<file path="config.mk">
export PLATFORM = sky130hd
export DESIGN_NAME = detector_share_ctrl
export DESIGN_NICKNAME = d
export VERILOG_FILES = /design/src/rtl/detector_share_ctrl.sv
export SDC_FILE = /design/constraint.sdc
export NUM_CORES = 1
export LEC_CHECK = 0
export BUFFER_PORTS_ARGS = -buffer_cell sky130_fd_sc_hd__buf_2
export CAP_MARGIN = 5
export CORE_ASPECT_RATIO = 0.8
export CORE_MARGIN = 1.5
export CORE_UTILIZATION = 33
export CTS_CLUSTER_DIAMETER = 80
export CTS_CLUSTER_SIZE = 20
export DETAILED_ROUTE_END_ITERATION = 7
export PLACE_DENSITY_LB_ADDON = 0.1
export SLEW_MARGIN = 20
export SYNTH_ARGS = -nofsm -noshare
export SYNTH_HDL_FRONTEND = slang
export SYNTH_SLANG_ARGS = --single-unit
</file>
<file path="constraint.sdc">
create_clock -name clock -period 4.63 [get_ports clock]
set_input_delay 0.2315 -clock clock [delete_from_list [all_inputs] [get_ports clock]]
set_output_delay 0.2315 -clock clock [all_outputs]
set_load 0.03 [all_outputs]
</file>
<file path="src/rtl/detector_share_ctrl.sv">
// detector_share_ctrl: time-shares a single 1094 sequence detector among
// NUM_REQ code sources. A granted requester loads a 4-digit frame. The frame
// is replayed to the detector, followed by one idle digit. The registered
// detector pattern is then returned to that requester as a match/error result.
module detector_share_ctrl #(
  parameter int         NUM_REQ      = 2,
  parameter int         LOAD_TIMEOUT = 16,
  parameter logic [3:0] IDLE_DIGIT   = 4'hF
) (
  input  logic                 clock,
  input  logic                 reset_n,
  input  logic [NUM_REQ-1:0]   req_valid,
  input  logic [4*NUM_REQ-1:0] req_digit,
  output logic [NUM_REQ-1:0]   req_ready,
  output logic [NUM_REQ-1:0]   res_valid,
  output logic                 res_match,
  output logic                 res_error,
  output logic [2:0]           grant_id,
  output logic                 busy,
  output logic [3:0]           det_number,
  input  logic                 det_pattern
);

  typedef enum logic [2:0] {
    IDLE   = 3'd0,
    LOAD   = 3'd1,
    RUN    = 3'd2,
    FLUSH  = 3'd3,
    REPORT = 3'd4
  } state_t;

  // Last idle cycle allowed in LOAD before the frame is abandoned
  localparam logic [7:0] TIMEOUT_LAST = 8'(LOAD_TIMEOUT - 1);
  localparam logic [7:0] TIMEOUT_MAX  = 8'(LOAD_TIMEOUT);

  state_t     state;
  state_t     state_next;
  logic [2:0] rr_ptr;
  logic [3:0] buffer [4];
  logic [2:0] count;
  logic [7:0] tcount;
  logic [1:0] run_idx;

  logic       sel_valid;
  logic [3:0] sel_digit;
  logic       accept;
  logic       timeout_hit;
  logic       arb_found;
  logic [2:0] arb_id;
  logic [2:0] next_rr;
  int         arb_idx;

  // Select the granted requester's valid and digit lanes
  always_comb begin
    sel_valid = 1'b0;
    sel_digit = '0;
    for (int i = 0; i < NUM_REQ; i++) begin
      if (grant_id == 3'(i)) begin
        sel_valid = req_valid[i];
        sel_digit = req_digit[4*i +: 4];
      end
    end
  end

  // Round-robin search: first valid requester at or after rr_ptr, wrapping
  always_comb begin
    arb_found = 1'b0;
    arb_id    = '0;
    arb_idx   = 0;
    for (int off = 0; off < NUM_REQ; off++) begin
      arb_idx = int'(rr_ptr) + off;
      if (arb_idx >= NUM_REQ) arb_idx = arb_idx - NUM_REQ;
      if (!arb_found && req_valid[arb_idx]) begin
        arb_found = 1'b1;
        arb_id    = 3'(arb_idx);
      end
    end
  end

  assign accept      = (state == LOAD) && sel_valid;
  assign timeout_hit = (tcount >= TIMEOUT_LAST);
  assign next_rr     = (grant_id == 3'(NUM_REQ - 1)) ? 3'd0 : grant_id + 3'd1;

  // State register
  always_ff @(posedge clock or negedge reset_n) begin
    if (!reset_n) state <= IDLE;
    else          state <= state_next;
  end

  // Next-state logic plus the decoded ready/result strobes
  always_comb begin
    state_next = state;
    req_ready  = '0;
    res_valid  = '0;
    for (int i = 0; i < NUM_REQ; i++) begin
      if (grant_id == 3'(i)) begin
        req_ready[i] = (state == LOAD);
        res_valid[i] = (state == REPORT);
      end
    end
    case (state)
      IDLE:    if (arb_found) state_next = LOAD;
      LOAD: begin
        if (accept && (count == 3'd3))  state_next = RUN;
        else if (!accept && timeout_hit) state_next = REPORT;
      end
      RUN:     if (run_idx == 2'd3) state_next = FLUSH;
      FLUSH:   state_next = REPORT;
      REPORT:  state_next = IDLE;
      default: state_next = IDLE;
    endcase
  end

  // Frame datapath: grant capture, digit buffer, replay, result flags
  always_ff @(posedge clock or negedge reset_n) begin
    if (!reset_n) begin
      grant_id   <= '0;
      rr_ptr     <= '0;
      count      <= '0;
      tcount     <= '0;
      run_idx    <= '0;
      det_number <= IDLE_DIGIT;
      res_match  <= 1'b0;
      res_error  <= 1'b0;
      busy       <= 1'b0;
      for (int i = 0; i < 4; i++) buffer[i] <= '0;
    end else begin
      busy <= (state_next != IDLE);
      case (state)
        IDLE: begin
          if (arb_found) begin
            grant_id <= arb_id;
            tcount   <= '0;
          end
        end
        LOAD: begin
          if (accept) begin
            buffer[count[1:0]] <= sel_digit;
            count              <= count + 3'd1;
            tcount             <= '0;
            if (count == 3'd3) begin
              det_number <= buffer[0];
              run_idx    <= 2'd0;
            end
          end else begin
            if (tcount != TIMEOUT_MAX) tcount <= tcount + 8'd1;
            if (timeout_hit) begin
              res_error <= 1'b1;
              res_match <= 1'b0;
            end
          end
        end
        RUN: begin
          if (run_idx == 2'd3) det_number <= IDLE_DIGIT;
          else                 det_number <= buffer[run_idx + 2'd1];
          run_idx <= run_idx + 2'd1;
        end
        FLUSH: begin
          res_match <= det_pattern;
          res_error <= 1'b0;
        end
        REPORT: begin
          rr_ptr <= next_rr;
          count  <= '0;
          tcount <= '0;
        end
        default: ;
      endcase
    end
  end

endmodule

</file>
==> results.cfg, run 1 <==
[clocking]
cts_root_buffer = clkbuf_8
cts_sinks = 45
cts_hold_buf = 0
cts_resized = 0
post-cts-setup-buffer-count = 0
h-tree-depth = 2
cts.clk_slew.worst_paths_ns = 0.09
clk_latency_ns = 0.30
clockBufferDepth = 2
cts_tree = built
cts-buffers-inserted = 5

[synth]
ys_types = 46
yosys.area.top_type = dfrtp_1
synth_fp_nets = 266
synth_cells = 239
ys_seq_area_share_pct = 44.6
synth_top_cells_by_area = dfrtp_1 40%, mux2_2 8.0%, ha_1 6.9%, dfstp_2 4.1%, mux4_2 3.6%
ys_warn_count = 0
synth_edf_count = 0
synth.most_common_cell = dfrtp_1
yosys_register_bits = 45
synthArstFlopShare_pct = 100
synth_top_area_share_pct = 40.5
ys_top_cells_by_count = 41 x dfrtp_1, 18 x mux2_2, 16 x nand2_1, 15 x inv_1
avgSynthCellArea_um2 = 10.6
syn-cell-area_um2 = 2530
synthFlopType = dfrtp_1

[drt]
drc_errors = 0
routed-via-count = 1812
viasPerCell = 4.91
drtAntennaViolNets = 0
wirelength_mm = 5.35
drtPass1Iterations = 4
drt_iter0_markers = 61
routedWlPerCell_um = 14.5

[setup_path]
path_class = reg -> reg
endpoint = tcount[5]
r2r_cells = 4
r2r-start = grant_id[0]
cp-end-kind = flip-flop
reg2reg_to = tcount[5]
cp_max_fo = 16
crit_start = grant_id[0]
required_ns = 4.85
ff2ff_setup_slack_ns = 2.31
start_kind = flip-flop
worstPathArrival_ns = 2.54

[die]
pin_count = 27
core_area_um2 = 7430
die_area_um2 = 8220
row_count = 28
initial_core_util_pct = 34.1
die_h_um = 81.4
die_w_um = 101

[sta]
hold_viol_final = 0
rsz0062_at_grt = no
tns_ns = 0
fin_hold_ws_ns = 0.0132
max_slew_margin_pct = 44.8
fmax_ghz = 0.431
finalSetupViolCount = 0
skew_ns = 0.0124
finalCritPeriodShare_pct = 50.1
drv_slew = 0
min_period_ns = 2.32
worstMarginPinSlew_ns = 0.827

[outcome]
status = finished clean

[global_route]
grt.overflow.total = 0
grt_pass1_wl_mm = 8.91
antenna_found_initial = 0
grt_max_degree = 46
grt_usage_pct = 14.2
grt_pass1_vias = 1782

[power]
p_leak_uw = 0.00133
p_per_area_nw_per_um2 = 673
irDropWorstVdd_mv = 0.193
total_power_uw = 1920

[placement]
place_congestion = 0.770
io_buffers = 26
place_hpwl_mm = 3.93

[cells_and_area]
multi_input_area_um2 = 1300
filler_cell_count = 791
drive_gt1_share_pct = 26.9
layout.nets = 290
syn2layout_area_growth_pct = 12.7
n_antenna_cell = 0
register_area_um2 = 1130

[run]
maxCapViolations = 0

[min_path]
hold_path.class = in -> async
registers in the layout, indices dropped and copies added, names as in the netlist:
| register | cells |
|---|---|
| res_error | 1 |
| res_match | 1 |
| busy | 1 |
| count | 3 |
| buffer | 16 |
| state | 3 |
| tcount | 8 |
| run_idx | 2 |
| rr_ptr | 3 |
| det_number | 4 |
| grant_id | 3 |
report_power, final:
group | internal, uW | total (uW) | switching [uW]
clock | 124 | 269 | 145
combinational | 423 | 911 | 487
sequential | 563 | 742 | 179
total | 1110 | 1920 | 811
logic make-up (layout without fill, tap and decap cells):
group / Yosys count / in the layout / share of synthesized area [%]
AO/OA/AOI/OAI: 50 / 50 / 13.8
XOR/XNOR: 5 / 5 / 1.73
adder cells (fa/ha/maj): 14 / 14 / 6.91
buffers and inverters: 25 / 50 / 4.05
flip-flops: 45 / 45 / 44.6
multiplexers: 28 / 28 / 13.9
AND/OR/NAND/NOR: 72 / 72 / 15.0
cell type report:
class                   instances  share of cell area, %
well taps                     105                   4.60
flip-flops and latches         45                   39.6
clock inverters                 2                  0.613
inverters                      15                   1.97
multi-input cells             169                   45.5
repair buffers                 27                   4.82
clock buffers                   6                   2.89
cell usage in the layout, fill, tap and decap left out, drive strengths merged, types with 2 or more instances in the layout:
master  count
a21bo       2
a21oi      10
a22o        2
a31oi       7
a32o        2
a41oi       2
and2        4
and3        3
buf        27
clkbuf      6
dfrtp      41
dfstp       4
ha         14
inv        16
mux2       18
mux2i       6
mux4        4
nand2      16
nand2b      7
nand3       4
nand4       3
nor2       14
nor2b       3
nor3        6
o21ai      11
o221a       4
o31a        2
or2         3
or3         5
xnor2       4
worst min path at each step:
| stage | depth (start not counted) | startpoint | endpoint | slack [ns] |
|---|---|---|---|---|
| floorplan | 0 | reset_n | buffer[0] | -0.06 |
| global placement | 2 | reset_n | grant_id[1] | 0.37 |
| detailed placement | 2 | reset_n | grant_id[1] | 0.37 |
| CTS | 2 | reset_n | state[1] | 0.04 |
| global route | 2 | reset_n | count[2] | 0.06 |
| finish | 2 | reset_n | grant_id[1] | 0.01 |
metrics by stage:
stage               setup slack [ns]  cells  area, um2  utilization [%]
global route                    2.14    369       2860             38.5
finish                          2.31    369       2860             38.5
detailed placement              2.36    361       2760             37.1
floorplan                       2.64    239       2530                -
CTS                             2.31    369       2860             38.5
global placement                2.39    361       2760             37.1
worst max-delay path, stage by stage, from the launching register on:
cell and delay (ns):
dfrtp_1 0.75, mux2_2 0.42, a21oi_1 0.67, o21ai_0 0.20
a31oi_1 0.20
per-layer routing:
metal / share of wire (%) / wire [um] / track usage, % / up-vias
met5: 0 / 0 / 0 / -
met3: 2.6 / 140 / 2.84 / 2
li1: - / - / - / 905
met4: 0.67 / 36 / 3.33 / 0
met1: 53 / 2850 / 20.4 / 878
met2: 43 / 2320 / 22.2 / 27
(Power assumes the default switching activity.)
==> inputs of run 2 (changes only) <==
- clock period: 4.63 -> 2 ns (I/O delays scaled with it)
==> run 2 against run 1 <==
Net effect: sequential share of layout area shrank 2.3 points; final cell count grew 4.1%; first-iteration DRC count grew 51%; highest routed layer unchanged.
==> results.cfg, run 2 (synthesis gave the netlist of run 1 again) <==
[clocking]
h-tree-depth = 2
cts.clk_slew.worst_paths_ns = 0.10
cts_root_buffer = clkbuf_8
cts-buffers-inserted = 5
clockBufferDepth = 2
cts_sinks = 45
cts_tree = built
clk_latency_ns = 0.30

[cells_and_area]
final_util_pct = 40.8
n_antenna_cell = 0
syn2layout_area_growth_pct = 19.5
postLayoutCellArea_um2 = 3030
final_cell_mix = 41 x dfrtp_1, 26 x buf_2, 18 x mux2_2
drive_gt1_share_pct = 30.8
reg.largest.list = buffer x16, tcount x8, det_number x4
largest_register = buffer
layout.nets = 305
largest_reg_flops = 16
final_common_cell = dfrtp_1
instances_no_fill = 384

[setup_path]
crit_path_frequent_cell = ha_1
critPathTopFamily = compound AO/OA/AOI/OAI gates
critPathBufInv = 0
worstPathArrival_ns = 2.16
cp-end-kind = flip-flop
slowest_stage = dfrtp_1
cp_max_fo = 5
cpPeakStageDelay_ns = 0.43
start_kind = flip-flop
required_ns = 2.23
path_class = reg -> reg
path_cells = ha_1, xnor2_2, ha_1, a21bo_2, or2_2, a22o_1, a31oi_1

[power]
seq_power_share_pct = 32.3
total_power_uw = 4900
p_per_area_nw_per_um2 = 1620
p_leak_uw = 0.00143
power_switching_share_pct = 39.9
switchingPower_uw = 1960
internal_power_uw = 2950
clkPwrFrac_pct = 17.2
power_frac_comb_pct = 50.5
irDropWorstVdd_mv = 0.502

[global_route]
grt_max_degree = 25
grt_pass1_vias = 1821
grt_usage_pct = 15.1
antenna_found_initial = 0
grt_pass1_wl_mm = 9.47
grt.overflow.total = 0

[drt]
drt_iter0_markers = 92
drtPass1Iterations = 4
routedWlPerCell_um = 14.7
drtAntennaViolNets = 0
wirelength_mm = 5.64
drc_errors = 0
routed-via-count = 1879
viasPerCell = 4.89

[die]
core_area_um2 = 7430
die_w_um = 101
row_count = 28
die_h_um = 81.4
die_area_um2 = 8220
initial_core_util_pct = 34.1
pin_count = 27

[placement]
io_buffers = 26
place_congestion = 0.783
postPlaceCellArea_um2 = 2880
place_inst = 375
place_hpwl_mm = 4.29

[sta]
finalCritPeriodShare_pct = 96.7
skew_ns = 0.00820
max_slew_margin_pct = 61.8
rsz0062_at_grt = yes
hold_viol_final = 0
worstMarginPinSlew_ns = 0.573
min_period_ns = 1.93
fmax_ghz = 0.517
finalSetupViolCount = 0
drv_slew = 0

[run]
maxCapViolations = 0

[outcome]
status = finished clean

[min_path]
hold_path.class = in -> reg
==> run 2: stage by stage <==
stage / hold WS, ns / TNS (ns) / worst slack, ns
after global routing: 0.0393 / -0.0833 / -0.0833
after global placement: 0.134 / 0 / 0.0647
after floorplan: -0.196 / 0 / 0.0787
after detailed placement: 0.133 / 0 / 0.0374
final: 0.0488 / 0 / 0.0658
after CTS: 0.0354 / 0 / 0.0146
==> run 2: what timing repair did <==
action	4_1_cts	5_1_grt
hold endpoints to repair	20	0
resized for setup	0	2
hold buffers	1	0
endpoints found under the setup margin	0	3
setup buffers	0	0
==> run 2: power by group through the flow <==
stage          clock, uW  sequential (uW)  combinational, uW
2_1_floorplan          0             1730               1620
3_3_place_gp           0             1610               2450
3_5_place_dp           0             1610               2460
4_1_cts              875             1590               2480
5_1_grt              914             1650               2760
6_report             846             1580               2480
==> run 2: final timing paths <==
check,start,to,slack [ns],cells past startpoint
worst max-delay path,rr_ptr[0],grant_id[2],0.07,7
worst min-delay path,det_pattern,res_match,0.05,2
worst max register to register,rr_ptr[0],grant_id[2],0.07,7
worst min register to register,res_match,res_match,0.50,1
max in group asynchronous,reset_n,det_number[2],1.06,3
min in group asynchronous,reset_n,grant_id[2],0.32,2
==> run 2: per-layer routing <==
layer  up-vias  GRT usage, %  routed length, um
met5         -             0                  0
met3         2          2.93                180
li1        936             -                  -
met1       905          22.6               3000
met4         0          3.75                 36
met2        36          22.2               2420
==> run 2: area by class of cell <==
type	count	area [um2]
fill	754	4400
multi-input combinational	169	1310
sequential	45	1130
timing repair buffer	42	265
tap	105	131
clock buffer	5	68.8
clock inverter	3	68.8
inverter	15	56.3
==> inputs of run 3 (changes only) <==
- CAP_MARGIN: 5 -> default
- CORE_UTILIZATION: 33 -> 53
- CTS_CLUSTER_SIZE: 20 -> 30
==> run 3 against run 2 <==
Net effect: worst setup slack gained 0.049 ns; sequential share of layout area up 0.75 points; die area fell by 37%; clock power shrank 31%; sequential power is essentially flat; first-iteration DRC count grew 41%; critical path type unchanged; critical endpoint unchanged; largest power group unchanged; highest routed layer unchanged.
==> results.cfg, run 3 (synthesis gave the netlist of run 1 again) <==
[drt]
drc_errors = 0
viasPerCell = 5.63
top_layer = met4
dr_wl_met2_mm = 2.33
wirelength_mm = 5.29
drt_iter0_markers = 130
drtAntennaViolNets = 0
routedWlPerCell_um = 15.5
wl_met1_mm = 2.60
routed-via-count = 1926
wl_met3_um = 276
drtPass1Iterations = 4

[power]
p_per_area_nw_per_um2 = 1610
p_leak_uw = 0.00142
total_power_uw = 4790
irDropWorstVdd_mv = 0.798

[min_path]
hold_start = req_valid[0]
holdPathStages = 2
hold_end = grant_id[0]
hold_path.class = in -> reg

[cells_and_area]
largest_reg_flops = 16
final_cell_mix = 40 x dfrtp_1, 26 x buf_2, 18 x mux2_2, 18 x buf_4, 16 x nand2_1
n_antenna_cell = 0
largest_register = buffer
drive_gt1_share_pct = 32.6
syn2layout_area_growth_pct = 17.3
final_common_cell = dfrtp_1
layout.nets = 308
reg.largest.list = buffer x16, tcount x8, det_number x4
postLayoutCellArea_um2 = 2970

[sta]
max_slew_margin_pct = 61.5
drv_slew = 0
min_period_ns = 1.89
worstMarginPinSlew_ns = 0.578
finalSetupViolCount = 0
fmax_ghz = 0.530
finalCritPeriodShare_pct = 94.3
hold_viol_final = 0
skew_ns = 0.0120

[clocking]
clockBufferDepth = 2
cts_root_buffer = clkbuf_8
cts.clk_slew.worst_paths_ns = 0.09
h-tree-depth = 2
clk_latency_ns = 0.30
cts-buffers-inserted = 5
cts_sinks = 45
cts_tree = built

[die]
die_area_um2 = 5210
pin_count = 27
die_w_um = 80.3
die_h_um = 64.9
initial_core_util_pct = 55.1
core_area_um2 = 4600
row_count = 22

[setup_path]
r2r_cells = 7
r2r-start = rr_ptr[1]
required_ns = 2.23
reg2reg_to = grant_id[2]
path_class = reg -> reg
start_kind = flip-flop
worstPathArrival_ns = 2.11
ff2ff_setup_slack_ns = 0.11
cp-end-kind = flip-flop
cp_max_fo = 6

[run]
maxCapViolations = 0

[placement]
io_buffers = 26
place_congestion = 0.859
postPlaceCellArea_um2 = 2810
place_hpwl_mm = 3.75

[global_route]
grt.overflow.total = 0
grt_usage_pct = 22.9
grt_max_degree = 46
grt_pass1_vias = 1904
antenna_found_initial = 0
grt_pass1_wl_mm = 9.05

[outcome]
status = finished clean
[run 3: cell types whose count changed in the layout (fill, tap and decap cells not counted), moves of 2 or more]
| cell | before | now |
|---|---|---|
| bufinv_16 | 2 | 0 |
| clkbuf_1 | 0 | 2 |
| ha_4 | 0 | 2 |
| buf_4 | 14 | 18 |
| ha_1 | 14 | 11 |
[run 3: how the worst max path moves through the flow]
stage,startpoint,slack [ns],depth (start not counted),endpoint
6_report,rr_ptr[1],0.11,7,grant_id[2]
4_1_cts,rr_ptr[0],0.06,7,grant_id[2]
3_5_place_dp,rr_ptr[1],0.03,7,grant_id[2]
3_3_place_gp,rr_ptr[0],0.1,7,grant_id[2]
5_1_grt,tcount[0],-0.009,5,busy
2_1_floorplan,grant_id[1],0.08,5,buffer[0]
[run 3: critical path, cell delays in order, from the launching register on]
cell and delay [ns]:
dfrtp_2 0.48, ha_4 0.19, xnor2_2 0.18, ha_2 0.19, a21bo_4 0.23, or2_4 0.22, a22o_1 0.17, a31oi_1 0.15
[run 3: metal layers]
metal	vias up	global-route usage, %
met1	909	33.2
li1	945	-
met5	-	0
met4	0	8.84
met3	11	4.08
met2	61	34.1
[run 3: timing repair]
item                       in CTS  in global routing
pin swaps                       0                  5
hold buffers                    1                  0
hold endpoints to repair       41                  0
gates resized for setup         1                  8
setup buffers                   0                  3
setup endpoints to repair       1                  2
[run 3: final cells by class]
type / instances / area (um2)
clock buffers: 8 / 90.1
fillers: 383 / 1620
inverters: 15 / 56.3
multi-input cells: 169 / 1350
flip-flops and latches: 45 / 1130
well taps: 60 / 75.1
repair buffers: 45 / 275
[run 3: through the flow]
| stage | setup WS, ns | util, % | std cells | hold slack (ns) | TNS (ns) |
|---|---|---|---|---|---|
| after floorplan | 0.0787 | - | 239 | -0.196 | 0 |
| after global placement | 0.0986 | 61.1 | 330 | 0.226 | 0 |
| after detailed placement | 0.0291 | 61.1 | 330 | 0.226 | 0 |
| after CTS | 0.0590 | 63.4 | 339 | 0.0131 | 0 |
| after global routing | -0.00942 | 64.7 | 342 | 0.0440 | -0.00942 |
| final | 0.115 | 64.7 | 342 | 0.0266 | 0 |
[run 3: where the power goes]
group | internal (uW) | switching [uW]
clock network | 282 | 303
logic | 1240 | 1360
registers | 1310 | 302
